$ cat src/rtl/ft_ckpt_memory.sv
// Checkpoint memory: a shadow bank of register-file/PC writes and a committed
// bank filled by a word-per-cycle copy; reads come from the committed bank.
module ft_ckpt_memory #(
    parameter  int DATA_W   = 32,
    parameter  int NUM_REGS = 32,
    parameter  int ADDR_W   = 32,
    localparam int RF_AW    = $clog2(NUM_REGS)
) (
    input  logic              clk_i,
    input  logic              rst_ni,
    input  logic              we_rf_i,
    input  logic [RF_AW-1:0]  addr_rf_i,
    input  logic [DATA_W-1:0] data_rf_i,
    input  logic              we_pc_i,
    input  logic [DATA_W-1:0] pc_i,
    input  logic              inj_i,
    input  logic              commit_i,
    output logic              commit_done_o,
    input  logic              req_i,
    output logic              gnt_o,
    input  logic [ADDR_W-1:0] addr_i,
    output logic              rvalid_o,
    output logic [DATA_W-1:0] rdata_o,
    output logic              err_o
);

    localparam int IDX_W = $clog2(NUM_REGS + 1);
    localparam logic [IDX_W-1:0] PC_IDX = IDX_W'(NUM_REGS);

    localparam logic [1:0] S_IDLE = 2'd0;
    localparam logic [1:0] S_COPY = 2'd1;
    localparam logic [1:0] S_DONE = 2'd2;

    logic [DATA_W-1:0] sh_data [NUM_REGS+1];
    logic [DATA_W-1:0] cm_data [NUM_REGS+1];
    logic [NUM_REGS:0] sh_par;
    logic [NUM_REGS:0] cm_par;

    logic [1:0]       state;
    logic [IDX_W-1:0] idx;

    logic [IDX_W-1:0]  rf_idx;
    logic [ADDR_W-3:0] rd_word;
    logic [IDX_W-1:0]  rd_idx;
    logic              rd_ok;
    logic [DATA_W-1:0] rd_data;
    logic              rd_par;

    assign rf_idx  = IDX_W'(addr_rf_i);
    assign rd_word = addr_i[ADDR_W-1:2];
    assign rd_idx  = rd_word[IDX_W-1:0];
    assign rd_ok   = (addr_i[1:0] == 2'b00)
                  && (rd_word <= (ADDR_W-2)'(NUM_REGS));
    assign rd_data = cm_data[rd_idx];
    assign rd_par  = cm_par[rd_idx];

    // Reset is treated as forcing IDLE for the grant decision.
    assign gnt_o         = req_i && ((state == S_IDLE) || !rst_ni);
    assign commit_done_o = (state == S_DONE);

    // Copy reads the pre-edge shadow value, so a same-cycle write is not seen.
    always_ff @(posedge clk_i) begin
        if (!rst_ni) begin
            for (int i = 0; i <= NUM_REGS; i++) begin
                sh_data[i] <= '0;
                cm_data[i] <= '0;
            end
            sh_par <= '0;
            cm_par <= '0;
        end else begin
            if (state == S_COPY) begin
                cm_data[idx] <= sh_data[idx];
                cm_par[idx]  <= sh_par[idx];
            end
            if (we_rf_i && (rf_idx < PC_IDX)) begin
                sh_data[rf_idx] <= data_rf_i;
                sh_par[rf_idx]  <= (^data_rf_i) ^ inj_i;
            end
            if (we_pc_i) begin
                sh_data[PC_IDX] <= pc_i;
                sh_par[PC_IDX]  <= (^pc_i) ^ inj_i;
            end
        end
    end

    always_ff @(posedge clk_i) begin
        if (!rst_ni) begin
            state <= S_IDLE;
            idx   <= '0;
        end else begin
            unique case (state)
                S_IDLE: begin
                    if (commit_i) begin
                        state <= S_COPY;
                        idx   <= '0;
                    end
                end
                S_COPY: begin
                    if (idx == PC_IDX) begin
                        state <= S_DONE;
                        idx   <= '0;
                    end else begin
                        idx <= idx + IDX_W'(1);
                    end
                end
                S_DONE:  state <= S_IDLE;
                default: state <= S_IDLE;
            endcase
        end
    end

    always_ff @(posedge clk_i) begin
        if (!rst_ni) begin
            rvalid_o <= 1'b0;
            rdata_o  <= '0;
            err_o    <= 1'b0;
        end else if (gnt_o) begin
            rvalid_o <= 1'b1;
            if (!rd_ok) begin
                rdata_o <= '0;
                err_o   <= 1'b1;
            end else begin
                rdata_o <= rd_data;
                err_o   <= (^rd_data) ^ rd_par;
            end
        end else begin
            rvalid_o <= 1'b0;
            rdata_o  <= '0;
            err_o    <= 1'b0;
        end
    end

endmodule

$ cat config.mk
export PLATFORM = sky130hd
export DESIGN_NAME = ft_ckpt_memory
export DESIGN_NICKNAME = d
export VERILOG_FILES = /design/src/rtl/ft_ckpt_memory.sv
export SDC_FILE = /design/constraint.sdc
export NUM_CORES = 2
export LEC_CHECK = 0
export CAP_MARGIN = 20
export CORE_MARGIN = 3
export CORE_UTILIZATION = 40
export CTS_CLUSTER_DIAMETER = 150
export DETAILED_ROUTE_END_ITERATION = 10
export PLACE_DENSITY = 0.65
export SETUP_SLACK_MARGIN = 0.15
export SLEW_MARGIN = 15
export SYNTH_ARGS = -nofsm -noshare
export SYNTH_HDL_FRONTEND = slang
export SYNTH_SLANG_ARGS = --single-unit
$ cat constraint.sdc
create_clock -name clk_i -period 5.27 [get_ports clk_i]
set_input_delay 0.7905 -clock clk_i [delete_from_list [all_inputs] [get_ports clk_i]]
set_output_delay 0.7905 -clock clk_i [all_outputs]
set_load 0.05 [all_outputs]
==> reports/results.tsv <==
metric	value	unit
post-route cell area	0.1567	mm2
CTS root buf	clkbuf_16	
io pins	144	
Synth top cells by count	edfxtp_1 (3104), nor2_1 (1210), and2_1 (1033)	
Mapped Area	0.1360	mm2
clk_skew	0.09851	ns
DRT iter0 DRCs	10840	
Placer Congestion	0.8669	
RSZ-0062 raised after global routing	false	
TritonCTS Buffers	332	
cell taking the most area after synthesis	edfxtp_1	
post-CTS setup buffers	0	
H-tree Lvls	5	
synth top area cells	edfxtp_1 (69%), mux4_2 (15%), and2_1 (4.8%), nor2_1 (3.3%), dfxtp_1 (1.7%)	
first-pass GRT wire length	583.8	mm
nets	8393	
Fmax	0.2339	GHz
cells after synthesis	8021	
sequence of cells on the critical path	clkinv_1 -> nand3_1 -> o22ai_1 -> nor4_1 -> a31oi_1 -> a21oi_1 -> o21a_1 -> buf_4 -> o22ai_1	
maximum vdd drop	307.9	uV
setup TNS	0	ns
Final Hold Viols	0	
worst-margin pin slew	1.159	ns
Power Total	57.30	mW
Slew HR	22.55	%
Crit path top cell by count	o22ai_1	
Die X	589.1	um
M1 WL	149.1	mm
WL final	412.9	mm
clock sink total	3218	
Yosys top cell area share	68.54	%
Max Used Layer	met5	
largest net degree at the start of global routing	65	
WP data required	6.02	ns
PnR worst setup slack	0.9951	ns
via-per-instance ratio	5.919	
post-route clock period utilization	81.12	%
syn avg cell area	16.96	um2
WHS	0.4659	ns
Hold Path Class	reg2reg	
P per Cell Area	365.7	mW/mm2
count of final setup violators	0	
Final ANT Viol Nets	0	
DP Area	0.1460	mm2
post-placement setup slack	0.2717	ns
Vias	77350	
CP Buf/Inv Count	2	
vias in the first global route	78410	
CP startpoint kind	flip-flop	
met2 wire len	202.2	mm
core box area	0.3377	mm2
# hold bufs at CTS	0	
routed length per instance	31.60	um
max-cap viol count	0	
Congestion Overflow GR	0	
most common cell in the netlist	edfxtp_1	
clk buf depth	4	
Port Buf Inserts	143	
Arrival @ worst endpoint	5.03	ns
num rows	213	
fraction of layout cells with a size suffix above 1	24.07	%
register area share after synthesis	70.21	%
crit-path max FO	19	
Die Height	589.1	um
CP max stage delay	0.92	ns
Post-CTS Resized	0	
CP endpoint kind	flip-flop	
DRC Markers	0	
critical path class	reg2reg	
Yosys cell types	65	
Pleak	52.57	nW
ys async rst share	0	%
first drt pass iteration count	6	
max-slew violations	0	
Slowest-stage cell, CP	o21a_1	
Final HPWL DP	241.5	mm
yosys warns	0	
Met3 Routed Length	44.15	mm
Top FF cell, synth	edfxtp_1	
cell family with most CP delay	compound AO/OA/AOI/OAI gates	
number of enable flip-flop cells after synthesis	3104	
syn_nets	8131	
Global Route Usage Sum	23.46	%
initial antenna violation count	14	
Fill cells	28250	
Initial Util	40.28	%
synthesis-stage register bit count	3218	
clock slew at reported path FFs	0.06	ns
CTS tree	yes	
min Tclk post-route	4.275	ns
status	complete, no violations	
clock latency on the worst-skew pair	0.97	ns
area of the die	0.3470	mm2
synthesis-to-finish area growth	15.19	%
## state kept, by name, indices dropped and copies added, names as in the netlist, named ones only
| signal | cells |
|---|---|
| rdata_o | 32 |
| state | 2 |
| idx | 6 |
| err_o | 1 |
| cm_data | 2048 |
| cm_par | 33 |
| sh_data | 1056 |
| rvalid_o | 1 |
| sh_par | 33 |
## cells by family (layout without fill, tap and decap cells)
| logic type | count (synthesis) | count (layout) | synth area share (%) |
|---|---|---|---|
| and+or+nand+nor | 2566 | 2566 | 9.255 |
| buffers and inverters | 797 | 1318 | 2.469 |
| adders and majority gates | 2 | 2 | 0.01840 |
| DFF | 3218 | 3218 | 70.21 |
| AOI/OAI and AO/OA | 346 | 346 | 1.685 |
| xor gates and xnor gates | 93 | 93 | 0.6596 |
| muxes | 999 | 999 | 15.70 |
| other | 0 | 10 | 0 |
## worst min-delay path, delay by kind of cell, from the launching register on
kind	cells	cell delay (ns)
buf+inv	1	0.05
flops	1	0.31
compound gates	1	0.05
## cell usage in the layout, fill, tap and decap left out, types with 9 or more instances in the layout
master and count:
edfxtp_1 3104, nor2_1 1148, and2_1 1034, mux4_2 905
buf_4 410, clkbuf_16 338, nand2_1 146, clkdlybuf4s50_1 136
dfxtp_1 108, inv_1 104, mux2i_1 85, xnor2_1 75
clkinv_1 65, o21ai_4 64, buf_12 63, clkbuf_1 62
clkinv_2 53, o22ai_1 49, and3_1 46, nand3_1 35
a22oi_1 35, a21oi_4 32, nor2_4 32, a21oi_1 32
o32ai_1 31, nor2_2 30, bufinv_16 28, o21ai_0 18
a211oi_1 18, nor3_1 17, nor2b_1 16, a22o_1 15
clkbuf_8 14, xor2_1 11, a31oi_1 11, diode_2 10
or3_1 10, nor4_1 9, inv_6 9
## report_power, final
group	switching, mW	internal, mW
Combinational	3.00	1.78
Clock	9.99	13.4
Sequential	0.240	28.9
## layer usage
metal  up-vias  track usage (%)
met5         -           0.1779
met4         8            9.087
met3       946            4.743
met2      4956            38.86
met1     40450            30.49
li1      30990                -
## layout make-up
class	instances	area, um2	share of cell area (%)
multi-input combinational	4006	38620	24.65
timing repair buffer	617	5779	3.689
antenna	10	25.02	0.01597
inverter	108	412.9	0.2636
sequential	3218	95510	60.97
tap	4515	5649	3.606
clock buffer	413	8870	5.662
clock inverter	180	1795	1.146
## final timing paths
check	slack [ns]	cells after the start	from	end
setup / recovery	1.0	9	idx[0]	cm_par[25]
hold / removal	0.47	2	sh_par[5]	sh_par[5]
setup reg to reg	1.0	9	idx[0]	cm_par[25]
hold reg to reg	0.47	2	sh_par[5]	sh_par[5]
## per-stage QoR
| stage | std cells | util [%] |
|---|---|---|
| after detailed placement | 12460 | 43.23 |
| after global routing | 13060 | 46.39 |
| after floorplan | 8021 | - |
| final | 13070 | 46.40 |
| after global placement | 12460 | 43.23 |
| after CTS | 13060 | 46.39 |
No activity file was read; power rests on OpenSTA's default activity.
